==> src/rtl/sim_ctrl_pkg.sv <==
// Shared state encodings and finish reasons for the simulation run controller.
package sim_ctrl_pkg;

  typedef logic [2:0] state_t;

  localparam state_t StResetHold = 3'd0;
  localparam state_t StInit      = 3'd1;
  localparam state_t StRun       = 3'd2;
  localparam state_t StDrain     = 3'd3;
  localparam state_t StDone      = 3'd4;

  typedef enum logic [1:0] {
    CodeNone    = 2'd0,
    CodeFail    = 2'd1,
    CodeTimeout = 2'd2,
    CodeStop    = 2'd3
  } finish_code_e;

endpackage

==> src/rtl/sim_uart_fifo.sv <==
// Synchronous FIFO for DUT UART characters; a push into a full FIFO is
// accepted when a pop happens in the same cycle.
module sim_uart_fifo #(
  parameter int unsigned DEPTH = 16,
  parameter int unsigned WIDTH = 8
) (
  input  logic             clock,
  input  logic             reset,
  input  logic             push,
  input  logic [WIDTH-1:0] push_data,
  input  logic             pop,
  output logic [WIDTH-1:0] pop_data,
  output logic             full,
  output logic             empty
);

  localparam int unsigned AW = $clog2(DEPTH);
  localparam logic [AW:0] FullCnt = (AW+1)'(DEPTH);

  logic [WIDTH-1:0] mem [DEPTH];
  logic [AW-1:0]    wptr_q, rptr_q;
  logic [AW:0]      cnt_q;
  logic             do_push, do_pop;

  assign empty    = (cnt_q == '0);
  assign full     = (cnt_q == FullCnt);
  assign do_pop   = pop && !empty;
  assign do_push  = push && (!full || do_pop);
  assign pop_data = mem[rptr_q];

  always_ff @(posedge clock) begin
    if (!reset) begin
      wptr_q <= '0;
      rptr_q <= '0;
      cnt_q  <= '0;
    end else begin
      if (do_push) wptr_q <= wptr_q + 1'b1;
      if (do_pop)  rptr_q <= rptr_q + 1'b1;
      case ({do_push, do_pop})
        2'b10:   cnt_q <= cnt_q + 1'b1;
        2'b01:   cnt_q <= cnt_q - 1'b1;
        default: cnt_q <= cnt_q;
      endcase
    end
  end

  always_ff @(posedge clock) begin
    if (do_push) mem[wptr_q] <= push_data;
  end

endmodule

==> src/rtl/sim_run_ctrl.sv <==
// Run sequencer: holds SimTop in reset, does the checker init and per-cycle
// step handshakes, gates logging and buffers UART output to the host.
module sim_run_ctrl
  import sim_ctrl_pkg::*;
#(
  parameter int unsigned RESET_CYCLES = 50,
  parameter int unsigned CYC_W        = 64,
  parameter int unsigned UART_DEPTH   = 16
) (
  input  logic             clock,
  input  logic             reset,
  input  logic [CYC_W-1:0] cfg_log_begin,
  input  logic [CYC_W-1:0] cfg_log_end,
  input  logic [CYC_W-1:0] cfg_max_cycles,
  input  logic             host_stop,
  output logic             dut_reset,
  output logic             log_enable,
  output logic             init_req,
  input  logic             init_ack,
  output logic             step_req,
  input  logic             step_ack,
  input  logic             step_fail,
  input  logic             uart_in_valid,
  input  logic [7:0]       uart_in_ch,
  output logic             uart_out_valid,
  output logic [7:0]       uart_out_ch,
  input  logic             uart_out_ready,
  output logic             uart_overflow,
  output logic [CYC_W-1:0] cycle_cnt,
  output logic             finish,
  output logic [1:0]       finish_code
);

  state_t           state_q, state_d;
  logic [31:0]      hold_q, hold_d;
  logic [CYC_W-1:0] cnt_q, cnt_d, cnt_inc;
  finish_code_e     code_q, code_d, finish_code_q;
  logic             dut_reset_q, init_req_q, step_req_q, log_q, ovf_q, finish_q;
  logic             fifo_push, fifo_pop, fifo_full, fifo_empty, step_ok;

  assign cnt_inc = cnt_q + 1'b1;
  assign step_ok = step_ack && !step_fail;

  always_comb begin
    state_d = state_q;
    hold_d  = hold_q;
    cnt_d   = cnt_q;
    code_d  = code_q;
    case (state_q)
      StResetHold: begin
        if (hold_q + 32'd1 >= RESET_CYCLES) state_d = StInit;
        else hold_d = hold_q + 32'd1;
      end
      StInit: begin
        if (init_ack) state_d = StRun;
      end
      StRun: begin
        if (step_ack && step_fail) begin
          state_d = StDrain;
          code_d  = CodeFail;
        end else begin
          if (step_ok) cnt_d = cnt_inc;
          if (step_ok && (cfg_max_cycles != '0) && (cnt_inc == cfg_max_cycles)) begin
            state_d = StDrain;
            code_d  = CodeTimeout;
          end else if (host_stop) begin
            state_d = StDrain;
            code_d  = CodeStop;
          end
        end
      end
      StDrain: begin
        if (fifo_empty) state_d = StDone;
      end
      StDone:  state_d = StDone;
      default: state_d = StResetHold;
    endcase
  end

  // Outputs are registered from the next state so they change on the same
  // edge as the state itself.
  always_ff @(posedge clock) begin
    if (!reset) begin
      state_q       <= StResetHold;
      hold_q        <= '0;
      cnt_q         <= '0;
      code_q        <= CodeNone;
      dut_reset_q   <= 1'b1;
      init_req_q    <= 1'b0;
      step_req_q    <= 1'b0;
      log_q         <= 1'b0;
      ovf_q         <= 1'b0;
      finish_q      <= 1'b0;
      finish_code_q <= CodeNone;
    end else begin
      state_q       <= state_d;
      hold_q        <= hold_d;
      cnt_q         <= cnt_d;
      code_q        <= code_d;
      dut_reset_q   <= (state_d == StResetHold);
      init_req_q    <= (state_d == StInit);
      step_req_q    <= (state_d == StRun);
      log_q         <= (state_d == StRun) && (cnt_d >= cfg_log_begin) && (cnt_d < cfg_log_end);
      finish_q      <= (state_d == StDone);
      finish_code_q <= (state_d == StDone) ? code_d : CodeNone;
      if (fifo_push && fifo_full && !fifo_pop) ovf_q <= 1'b1;
    end
  end

  assign fifo_push = uart_in_valid && !dut_reset_q;
  assign fifo_pop  = uart_out_valid && uart_out_ready;

  sim_uart_fifo #(
    .DEPTH (UART_DEPTH),
    .WIDTH (8)
  ) u_uart_fifo (
    .clock     (clock),
    .reset     (reset),
    .push      (fifo_push),
    .push_data (uart_in_ch),
    .pop       (fifo_pop),
    .pop_data  (uart_out_ch),
    .full      (fifo_full),
    .empty     (fifo_empty)
  );

  assign uart_out_valid = !fifo_empty;
  assign dut_reset      = dut_reset_q;
  assign init_req       = init_req_q;
  assign step_req       = step_req_q;
  assign log_enable     = log_q;
  assign uart_overflow  = ovf_q;
  assign cycle_cnt      = cnt_q;
  assign finish         = finish_q;
  assign finish_code    = finish_code_q;

endmodule

==> config.mk <==
export PLATFORM = sky130hd
export DESIGN_NAME = sim_run_ctrl
export DESIGN_NICKNAME = d
export VERILOG_FILES = /design/src/rtl/sim_ctrl_pkg.sv /design/src/rtl/sim_uart_fifo.sv /design/src/rtl/sim_run_ctrl.sv
export SDC_FILE = /design/constraint.sdc
export NUM_CORES = 1
export LEC_CHECK = 0
export CORE_MARGIN = 5
export CORE_UTILIZATION = 45
export DETAILED_ROUTE_END_ITERATION = 10
export MAX_ROUTING_LAYER = met4
export PLACE_DENSITY_LB_ADDON = 0.05
export SLEW_MARGIN = 25
export SYNTH_ARGS = -nofsm -noshare
export SYNTH_HDL_FRONTEND = slang
export SYNTH_SLANG_ARGS = --single-unit
==> constraint.sdc <==
create_clock -name clock -period 5.2 [get_ports clock]
set_input_delay 0.78 -clock clock [delete_from_list [all_inputs] [get_ports clock]]
set_output_delay 0.78 -clock clock [all_outputs]
set_load 0.05 [all_outputs]
# Yosys cells after proc, flatten, opt, wreduce, memory -nomap -nowiden
# Memory sizes are Yosys's and may differ from the RTL's. A register that Yosys moved wholly into a read port is not among the register bits.
# Cells that the tools add are included.
[op_classes] n_bitwise=1 reduce_logical=25 eq_ne=11 add_sub_neg=6 n_lt_le_gt_ge=3 mux=19
[ops] operator="64-bit two-way mux" n=3
[ops] operator="64-bit by 1-bit adder with 64-bit output (second input constant)" n=1
[ops] operator="64-bit equality test" n=1
[ops] operator="64-bit greater-or-equal comparator" n=1
[ops] operator="64-bit less-than comparator" n=1
[ops] operator="64-bit nonzero test" n=1
[ops] operator="32-bit by 1-bit adder with 32-bit output (second input constant)" n=1
[ops] operator="32-bit by 6-bit greater-or-equal comparator with 1-bit output (second input constant)" n=1
[ops] operator="3-bit two-way mux" n=6
[ops] operator="3-bit case mux with 5 select lines" n=1
[ops] operator="1-bit logical AND" n=12
[ops] operator="5-bit case mux with 2 select lines" n=1
[ops] operator="3-bit by 2-bit equality test with 1-bit output (second input constant)" n=3
[ops] operator="4-bit by 1-bit adder with 4-bit output (second input constant)" n=2
[ops] operator="2-bit two-way mux" n=4
[ops] operator="4-bit two-way mux" n=2
[ops] operator="3-bit by 1-bit equality test with 1-bit output (second input constant)" n=2
[ops] operator="3-bit equality test (second input constant)" n=2
[ops] operator="3-bit logical NOT" n=2
[ops] operator="5-bit by 1-bit adder with 5-bit output (second input constant)" n=1
[ops] operator="5-bit equality test (second input constant)" n=1
[ops] operator="1-bit logical NOT" n=5
[ops] operator="5-bit logical NOT" n=1
[ops] operator="5-bit by 1-bit subtractor with 5-bit output (second input constant)" n=1
[ops] operator="7 further kinds" n=9
[word_totals] elab_cells=80 register_bits=122 ram_bits=128 n_memories=1 out_inout_bits=81
[mem_list] memory="u_uart_fifo.mem" depth=16 word_bits=8 rd=1 rd_clocked_by_memory_dff=1 wr=1 line="sim_uart_fifo.sv:20" source="logic [WIDTH-1:0] mem [DEPTH];"

# Depth between registers and ports, before layout
[logic_depth] depth_word=10 mapped_depth=19 ltp_nobuf=18

# Modules after synthesis
# A second synthesis with hierarchy kept.
[hier_totals] hier_cells=1692 area_unflattened_um2=16447.0
[modules_own_cells] mod="sim_run_ctrl" n_inst=1 area_per_inst_um2=10562.6 seq_area_each_um2=2182.1 cells_each=1370
[modules_own_cells] mod="sim_uart_fifo" n_inst=1 area_per_inst_um2=5884.4 seq_area_each_um2=4184.0 cells_each=322

# Least setup slack after synthesis
# Ideal clock, no wire load.
[synth_timing] path_kind="register to register" start="register cnt_q[0] (netlist: cycle_cnt[0])" end="register log_q (netlist: log_enable)" setup_slack_ns=0.406 required_ns=5.125 n_path_buf=0 path_stages_with_launch=18 arrival_time_ns=4.720 cell_sequence="dfxtp_1 -> ha_1 -> nand4_4 -> nor4_4 -> nand4_2 -> or2_1 -> nor2_1 -> nand2_1 -> xnor2_1 -> ha_1 -> nand4_1 -> or3_1 -> nor4_1 -> a2111oi_0 -> o21a_1 -> or4_1 -> or2_2 -> o22ai_1"
[synth_via] elab_cells_between_ends=14 classes_between="add/sub (1); order compare (2); eq/ne (2); mux (6); reduce/logical (3)"
[synth_lines] item="start: declaration" line="sim_run_ctrl.sv:36" source="logic [CYC_W-1:0] cnt_q, cnt_d, cnt_inc;"
[synth_lines] item="start signal: assignment" line="sim_run_ctrl.sv:98" source="cnt_q <= cnt_d;"
[synth_lines] item="64-bit by 1-bit adder with 64-bit output (*)" line="sim_run_ctrl.sv:41" source="assign cnt_inc = cnt_q + 1'b1;"
[synth_lines] item="64-bit two-way mux (*)" line="sim_run_ctrl.sv:62" source="if (step_ok) cnt_d = cnt_inc;"
[synth_lines] item="64-bit two-way mux (*)" line="sim_run_ctrl.sv:58" source="if (step_ack && step_fail) begin"
[synth_lines] item="64-bit two-way mux (*)" line="sim_run_ctrl.sv:49" source="case (state_q)"
[synth_lines] item="via cnt_d[60]" line="sim_run_ctrl.sv:36"
[synth_lines] item="64-bit greater-or-equal comparator" line="sim_run_ctrl.sv:103" source="log_q <= (state_d == StRun) && (cnt_d >= cfg_log_begin) && (cnt_d < cfg_log_end);"
[synth_lines] item="1-bit logical AND" line="sim_run_ctrl.sv:103"
[synth_lines] item="1-bit logical AND (*)" line="sim_run_ctrl.sv:103"
[synth_lines] item="end signal: assignment" line="sim_run_ctrl.sv:103"
[synth_lines] item="end: declaration" line="sim_run_ctrl.sv:38" source="logic dut_reset_q, init_req_q, step_req_q, log_q, ovf_q, finish_q;"
# Mark *: on every way through the listed nets, which the timed path passes. The rest lies on a longest branch.
# A chain may end at the register's enable or synchronous reset.

# Worst setup path after layout
[layout_timing] start="register cnt_q[6] (netlist: cycle_cnt[6])" end="register log_q (netlist: log_enable)"
# The elaborated chain is that of the path after synthesis.

==> summary.md <==
| Metric | Value |
|---|---|
| Syn avg cell area | 9.90 um^2 |
| GRT Resource Usage Total | 0.270 |
| DP HPWL | 42,700 um |
| CTS tree | done |
| CP Max Fanout | 8 |
| Max-slew violation count | 0 |
| Initial DRC Count | 1,041 |
| Die ar. | 39,800 um^2 |
| Worst slew pin tran | 0.959 ns |
| CP max stage delay | 0.56 ns |
| Max Cap Violations | 0 |
| Status | finished, final reports clean |
| Clock transition at path regs | 0.06 ns |
| Final hold viol count | 0 |
| DR DRC count | 0 |
| Total CTS buffers | 28 |
| Mapped cell area | 16,200 um^2 |
| Ys async rst share | 0 |
| Cells after synthesis | 1,632 |
| Pleak | 8.59 nW |
| Main flop type after synthesis | edfxtp_1 |
| Ratio of cells with drive above 1 in the final layout | 0.102 |
| Commonest cells after routing, fill and taps aside | clkdlybuf4s50_1, inv_1, ha_1, edfxtp_1, dfxtp_1 |
| Clk root buf | clkbuf_16 |
| Crit share post-route | 0.963 |
| Rows | 69 |
| Syn nets | 1,979 |
| Worst hold path class | reg2reg |
| Crit path required time | 5.68 ns |
| Worst EP arrival | 5.49 ns |
| Pre-antenna DRT Iters | 6 |
| Setup bufs post-CTS | 0 |
| PwrDens | 249 nW/um^2 |
| Port bufs | 288 |
| Slew HR | 0.358 |
| Crit end category | flop |
| Initial antenna violation count | 1 |
| #FFs+latches synth | 254 |
| Clk buf depth | 3 |
| I/O pin cnt | 289 |
| CP Launch Type | flop |
| Antenna Violating Nets Remaining | 0 |
| Layout area overhead | 30.0% |
| Synth Warn # | 0 |
| Final wirelength | 53,000 um |
| Die width | 199 um |
| Bufs and invs on worst path | 1 |
| Final Util | 0.592 |
| H-tree depth | 1 |
| Commonest non-fill, non-tap cell in the layout | clkdlybuf4s50_1 |
| First-pass GRT wire length | 81,200 um |
| Clock period minus worst slack | 5.01 ns |
| Congestion Overflow GR | 0 |
| Post-route clock skew | 0.0109 ns |
| Worst-skew pair later-pin latency | 0.56 ns |
| Peak VDD IR | 0.333 mV |
| CP Class | reg2reg |
| Number of global-route vias before repair | 14,100 |
| Initial Util | 0.455 |
| Largest net degree at the start of global routing | 85 |
| Final setup viols | 0 |
| Fmax | 200 MHz |
| Via count | 13,900 |
| Number of flops mapped to enable cells by yosys | 128 |
| DR WL/cell | 21.5 um |
| CP delay by family, top | simple AND/OR/NAND/NOR gates |
| Core region area | 35,500 um^2 |
| RSZ-0062 raised after global routing | false |
| Register area share after synthesis | 0.394 |
| Fin Setup TNS | 0 ns |
| Slowest-stage cell, CP | dfxtp_1 |
| Global placement routability congestion | 1.03 |
| Die Ht | 199 um |
| Vias per inst | 5.65 |
| Post-synthesis cell type count | 78 |
| Final Net Count | 2,327 |
| Sink Count | 254 |
| Cell Chain, Critical Path | and4_1 > and4_1 > and4_1 > nand3_1 > nor2_1 > buf_4 > nand2_1 > xnor2_1 > ha_1 > nand4_1 > or3_1 > nor3_1 > a2111oi_0 > o21a_1 > or4_1 > or2_2 > o22ai_1 |
| Most used cell, CP | and4_1 |
through the flow:
step	total power [mW]	instances	hold WS, ns	cell area [um^2]	setup slack [ns]
2_1_floorplan	2.86	1632	0.435	16200	0.406
3_3_place_gp	3.26	2411	0.472	20000	0.222
3_5_place_dp	3.27	2411	0.474	20000	0.210
4_1_cts	5.29	2463	0.490	21000	0.232
5_1_grt	5.47	2464	0.505	21000	0.0151
6_report	5.23	2464	0.488	21000	0.191
what timing repair did:
action | CTS | global route
hold buffers | 0 | 0
resized for setup | 0 | 2
endpoints found under the setup margin | 0 | 1
final timing paths:
path / to / cells after the start / slack [ns] / startpoint
worst max-delay path: log_enable / 17 / 0.19 / cycle_cnt[6]
worst min-delay path: hold_q[11] / 1 / 0.49 / hold_q[11]
worst max register to register: log_enable / 17 / 0.19 / cycle_cnt[6]
worst min register to register: hold_q[11] / 1 / 0.49 / hold_q[11]
sequential cells by signal, indices dropped and copies added (netlist names), 2 cells and up, named ones only:
| register | cells |
|---|---|
| state_q | 3 |
| u_uart_fifo.cnt_q | 5 |
| u_uart_fifo.wptr_q | 4 |
| u_uart_fifo.mem | 128 |
| finish_code | 2 |
| u_uart_fifo.rptr_q | 4 |
| code_q | 2 |
| hold_q | 32 |
| cycle_cnt | 64 |
cell type report:
type	count	area [um^2]
inverter	149	559
tap	461	577
clock inverter	20	171
antenna	1	2.50
fill	3066	14500
multi-input combinational	1173	9000
timing repair buffer	374	3520
sequential	254	6370
clock buffer	32	790
cells in the mapped netlist, types with 6 or more instances:
| cell | n | area, um^2 |
|---|---|---|
| and4_1 | 10 | 87.6 |
| xnor2_1 | 106 | 928 |
| nand4_1 | 70 | 438 |
| mux4_2 | 40 | 901 |
| a211oi_1 | 13 | 97.6 |
| nand2b_1 | 7 | 43.8 |
| or4_1 | 7 | 52.6 |
| nor2_1 | 90 | 338 |
| a221oi_1 | 6 | 52.6 |
| and3_1 | 45 | 282 |
| buf_2 | 7 | 35.0 |
| mux2i_1 | 8 | 80.1 |
| a31oi_1 | 11 | 68.8 |
| nor2b_1 | 9 | 56.3 |
| a21o_1 | 22 | 165 |
| nor4_1 | 43 | 269 |
| nand2_1 | 99 | 372 |
| ha_1 | 138 | 1730 |
| nor3b_1 | 9 | 67.6 |
| clkbuf_1 | 40 | 150 |
| dfxtp_1 | 126 | 2520 |
| xor2_1 | 72 | 631 |
| and2_1 | 85 | 532 |
| or3_1 | 10 | 62.6 |
| o21a_1 | 10 | 75.1 |
| nand3_1 | 49 | 245 |
| nor3_1 | 56 | 280 |
| o21ai_0 | 40 | 200 |
| inv_1 | 148 | 556 |
| a21oi_1 | 30 | 150 |
| edfxtp_1 | 128 | 3840 |
| buf_1 | 8 | 30.0 |
per-layer routing:
metal  track usage  wire length [um]  vias to the layer above
met5             -                 0                        -
met4        0.0813              1800                        0
met3        0.0356              4010                       98
met2         0.422             23800                      605
met1         0.371             23400                     6586
li1              -                 -                     6633
where the power goes:
group	internal [mW]	total [mW]	switching, mW	leakage (nW)
registers	2.13	2.20	0.0675	2.17
logic	0.520	1.02	0.496	5.95
clock network	1.15	2.02	0.865	0.469
cell families (layout without fill, tap and decap cells):
group                      count (synthesis)  after routing  share of synthesized area
and+or+nand+nor                          619            619                      0.212
DFF                                      254            254                      0.394
buffers and inverters                    205            575                     0.0486
AOI/OAI and AO/OA                        189            189                     0.0802
xor gates and xnor gates                 178            178                     0.0965
adders and majority gates                139            139                      0.108
muxes                                     48             48                     0.0607
other                                      0              1                          0
Power figures use the tool's default switching activity.
